### src/rtl/sort_scheduler.sv
// Two-requester front end for an external 8-value sorter: arbitrates, streams a batch in, returns the sorted word.
// Optional macro SORT_TIMEOUT_EN bounds the sorter wait and flags an error response on expiry.
module sort_scheduler (
    input  logic        clk,
    input  logic        rst,
    input  logic        req0_valid,
    input  logic        req1_valid,
    input  logic [31:0] req0_data,
    input  logic [31:0] req1_data,
    output logic        req0_ready,
    output logic        req1_ready,
    output logic        rsp0_valid,
    output logic        rsp1_valid,
    output logic [31:0] rsp0_data,
    output logic [31:0] rsp1_data,
    output logic        rsp0_err,
    output logic        rsp1_err,
    input  logic        rsp0_ready,
    input  logic        rsp1_ready,
    output logic        s_enter,
    output logic [3:0]  s_in,
    input  logic        s_done,
    input  logic [3:0]  s_lt,
    input  logic [3:0]  s_lo,
    input  logic [3:0]  s_lm,
    input  logic [3:0]  s_me,
    input  logic [3:0]  s_mh,
    input  logic [3:0]  s_hi,
    input  logic [3:0]  s_hr,
    input  logic [3:0]  s_ht,
    output logic        busy
);

    typedef enum logic [1:0] {IDLE, LOAD, WAIT, RESP} state_t;

    state_t      state, state_nx;
    logic [31:0] batch, batch_nx;
    logic [31:0] result, result_nx;
    logic [2:0]  k, k_nx;
    logic        gid, gid_nx;
    logic        last, last_nx;
    logic        grant_any;
    logic        grant_id;
    logic        rsp_hs;
`ifdef SORT_TIMEOUT_EN
    logic [7:0]  tmo, tmo_nx;
    logic        err, err_nx;
`endif

    // Tie goes to whoever was not served last.
    always_comb begin
        grant_any = req0_valid | req1_valid;
        if (req0_valid && req1_valid)
            grant_id = ~last;
        else
            grant_id = req1_valid;
    end

    always_comb begin
        state_nx   = state;
        batch_nx   = batch;
        result_nx  = result;
        k_nx       = k;
        gid_nx     = gid;
        last_nx    = last;
`ifdef SORT_TIMEOUT_EN
        tmo_nx     = tmo;
        err_nx     = err;
`endif
        req0_ready = 1'b0;
        req1_ready = 1'b0;
        s_enter    = 1'b0;
        s_in       = '0;
        rsp_hs     = gid ? rsp1_ready : rsp0_ready;

        unique case (state)
            IDLE: begin
                if (grant_any) begin
                    // Ready is combinational, so it must be gated while reset is asserted.
                    req0_ready = rst & ~grant_id;
                    req1_ready = rst & grant_id;
                    batch_nx   = grant_id ? req1_data : req0_data;
                    gid_nx     = grant_id;
                    k_nx       = '0;
                    state_nx   = LOAD;
                end
            end
            LOAD: begin
                s_enter = (k == 3'd0);
                s_in    = batch[{k, 2'b00} +: 4];
                k_nx    = k + 3'd1;
                if (k == 3'd7) begin
                    state_nx = WAIT;
`ifdef SORT_TIMEOUT_EN
                    tmo_nx   = '0;
`endif
                end
            end
            WAIT: begin
                if (s_done) begin
                    result_nx = {s_ht, s_hr, s_hi, s_mh, s_me, s_lm, s_lo, s_lt};
`ifdef SORT_TIMEOUT_EN
                    err_nx    = 1'b0;
`endif
                    state_nx  = RESP;
                end
`ifdef SORT_TIMEOUT_EN
                // Leave on the edge where the counter would reach 255.
                else if (tmo == 8'd254) begin
                    result_nx = '0;
                    err_nx    = 1'b1;
                    state_nx  = RESP;
                end else begin
                    tmo_nx = tmo + 8'd1;
                end
`endif
            end
            RESP: begin
                if (rsp_hs) begin
                    last_nx  = gid;
                    state_nx = IDLE;
                end
            end
            default: state_nx = IDLE;
        endcase
    end

    always_ff @(posedge clk or negedge rst) begin
        if (!rst) begin
            state  <= IDLE;
            batch  <= '0;
            result <= '0;
            k      <= '0;
            gid    <= 1'b0;
            last   <= 1'b1;
`ifdef SORT_TIMEOUT_EN
            tmo    <= '0;
            err    <= 1'b0;
`endif
        end else begin
            state  <= state_nx;
            batch  <= batch_nx;
            result <= result_nx;
            k      <= k_nx;
            gid    <= gid_nx;
            last   <= last_nx;
`ifdef SORT_TIMEOUT_EN
            tmo    <= tmo_nx;
            err    <= err_nx;
`endif
        end
    end

    always_comb begin
        busy       = (state != IDLE);
        rsp0_valid = (state == RESP) && !gid;
        rsp1_valid = (state == RESP) && gid;
        rsp0_data  = rsp0_valid ? result : '0;
        rsp1_data  = rsp1_valid ? result : '0;
`ifdef SORT_TIMEOUT_EN
        rsp0_err   = rsp0_valid & err;
        rsp1_err   = rsp1_valid & err;
`else
        rsp0_err   = 1'b0;
        rsp1_err   = 1'b0;
`endif
    end

endmodule

### config.mk
export PLATFORM = sky130hd
export DESIGN_NAME = sort_scheduler
export DESIGN_NICKNAME = d
export VERILOG_FILES = /design/src/rtl/sort_scheduler.sv
export SDC_FILE = /design/constraint.sdc
export NUM_CORES = 1
export LEC_CHECK = 0
export BUFFER_PORTS_ARGS = -buffer_cell sky130_fd_sc_hd__buf_2
export CORE_UTILIZATION = 35
export CTS_CLUSTER_DIAMETER = 150
export DETAILED_ROUTE_END_ITERATION = 12
export SYNTH_ARGS = -nofsm -noshare
export SYNTH_HDL_FRONTEND = slang
export SYNTH_SLANG_ARGS = --single-unit
### constraint.sdc
create_clock -name clk -period 2.2 [get_ports clk]
set_input_delay 0.22 -clock clk [delete_from_list [all_inputs] [get_ports clk]]
set_output_delay 0.22 -clock clk [all_outputs]
set_load 0.02 [all_outputs]
==> results.ini <==
[sta]
period_needed_ns=2.02
whs_ns=0.109
setup_viol=0
fin_crit_sh_pct=91.6
setup_ws_ns=0.184
slew_violations=0
rsz0062_at_grt=false
finClkSkew_ns=0.00639
setup_tns_ns=0
fmax_mhz=496
hold_viol=0

[worst_hold_path]
hold_class=input port to register
hold_start=s_lt[1]

[layout]
nets=631
seqCellArea_um2=1780
drive_gt1_share_pct=46.2
fillerInstances=982
syn_to_final_growth_pct=31.7
multi_input_area_um2=1920
fin_util_pct=48.2

[synth]
syn-cell-area_um2=3830
ys_seq_area_share_pct=46.4
yosysUniqueCellTypes=26
synthCells=352
ys_async_sr_fraction_pct=100
synth-edff-count=0
ys_seq_elements=71
avgSynthCellArea_um2=10.9
synth_ff_type=dfrtp_1
yosysWarnings=0

[critical_path]
crit_chain=buf_4, mux4_2, nand2_1, a21oi_1, buf_2
cp_max_fo=7
cp_slowest_cell=mux4_2
endpoint_kind=output pin
crit_path_start_kind=register
required_ns=1.98
cp.arrival_ns=1.80
r2r_slack_ns=0.47
reg2reg_from=k[2]
critical_path_class=register to output pin
slowest_delay_ns=0.51
startpoint=k[1]
critPathBufInv=2
crit_family=multiplexers

[global_routing]
grt_max_degree=51
grt_pass1_vias=2919
grt.total_usage_pct=16.4
grt_pass1_wl_um=14500
antenna_found_initial=1
grt_overflow_total=0

[power_and_ir_drop]
p_int_mw=3.77
pwr-share-comb_pct=47.0
power_density_nw_per_um2=1240
p_seq_share_pct=38.5
p_leak_nw=2.77
ir_drop_uv=434
swShare_pct=39.7
clkPwrFrac_pct=14.5
p_switching_mw=2.48
finalPower_mw=6.25

[run_status]
outcome=complete, no violations

[detailed_routing]
postRouteAntennaNets=0
dr.pass1.iters=4
num_vias=3077
drt_iter0_drc=121
drc=0
wl_per_cell_um=13.6
viasPerCell=4.66
drt_wl_total_um=8970

[flow_run]
drv_cap=0

[place]
place_hpwl_um=6930
io_buffers=176
place_congestion=0.764
place_ws_ns=0.461

[floorplan]
rows=37
die-area_um2=11400
die_h_um=107
initial_core_util_pct=36.6
io_pins=179
die_x_um=107
core_um2=10500

[clock_tree]
cts_root_buf=clkbuf_8
clk_pin_slew_ns=0.07
cts_buffers=9
cts_htree_levels=3
cts.sinks=71
cts_tree=yes
clk_path_buf_depth=2
cts_setup_buffers=0
clk_latency_ns=0.33

-- synthesized netlist by cell type (all sizes together), types with 3 or more instances --
| library cell | n | share of area (%) |
|---|---|---|
| a22o | 3 | 0.69 |
| mux2i | 34 | 8.9 |
| dfrtp | 70 | 46 |
| nor2b | 3 | 0.49 |
| and2 | 33 | 5.4 |
| clkbuf | 16 | 1.6 |
| mux4 | 8 | 4.7 |
| mux2 | 34 | 10 |
| and3 | 33 | 5.4 |
| inv | 6 | 0.59 |
| nor2 | 3 | 0.29 |
| nor3b | 3 | 0.72 |
| ha | 7 | 2.3 |
| buf | 13 | 2.2 |
| o21ai | 33 | 4.3 |
| nand2 | 42 | 4.1 |
| a21oi | 6 | 0.78 |
-- what timing repair did --
action	4_1_cts	5_1_grt
gates resized for setup	0	2
hold endpoints to repair	70	0
endpoints found under the setup margin	0	3
hold buffers	1	0
-- cells by family (layout without fill, tap and decap cells) --
kind of cell / after synthesis / count (layout) / synth area share [%]
and+or+nand+nor: 117 / 117 / 16.4
muxes: 76 / 76 / 23.6
DFF: 71 / 71 / 46.4
AOI/OAI and AO/OA: 45 / 45 / 6.89
buffers and inverters: 35 / 206 / 4.31
adders and majority gates: 7 / 7 / 2.29
other: 1 / 3 / 0.0979
-- metal layers --
metal	track usage, %	share of wire [%]	vias up
met2	28.5	47	142
met1	19.9	44	1372
met5	0	0	-
li1	-	-	1554
met4	4.99	1.1	0
met3	4.13	7.5	9
-- layout make-up --
cell class                      instances  share of cell area [%]
Antenna cell                            1                  0.0496
Clock buffer                           13                    3.15
Clock inverter                          1                  0.0993
Inverter                                6                   0.447
Multi-Input combinational cell        247                    38.0
Sequential cell                        71                    35.3
Tap cell                              136                    3.37
Timing Repair Buffer                  186                    19.6
-- layout by cell type (no fill, tap or decap), types with 4 or more instances in the layout --
cell	count
and2_1	33
mux2i_1	34
clkbuf_8	11
mux2_1	4
nand2_1	42
o21ai_0	10
buf_2	175
buf_4	8
and3_1	33
dfrtp_1	69
ha_1	7
o21ai_1	22
inv_1	6
a21oi_1	6
mux2_2	30
mux4_2	8
-- power groups by stage --
stage                     combinational [mW]  sequential, mW  clock, mW
after floorplan                         2.26            2.22          0
after global placement                  2.92            2.42          0
after detailed placement                2.99            2.44          0
after CTS                               2.99            2.42      0.943
after global routing                    3.28            2.50      0.998
final                                   2.94            2.41      0.907
-- registers in the layout, summed over array words and instances, names as in the netlist --
name,cells
state,2
k,3
last,1
gid,1
result,32
batch,32
-- metrics by stage --
step / area, µm² / cells
floorplan: 3830 / 353
global placement: 4860 / 645
detailed placement: 4860 / 645
CTS: 5030 / 660
global route: 5040 / 660
finish: 5040 / 661
-- worst paths after layout --
kind | to | cells past startpoint
max | s_in[1] | 5
min | result[1] | 2
max reg2reg | state[1] | 4
min reg2reg | batch[10] | 2
max in group asynchronous | last | 3
min in group asynchronous | batch[16] | 3
(Power assumes the default switching activity.)
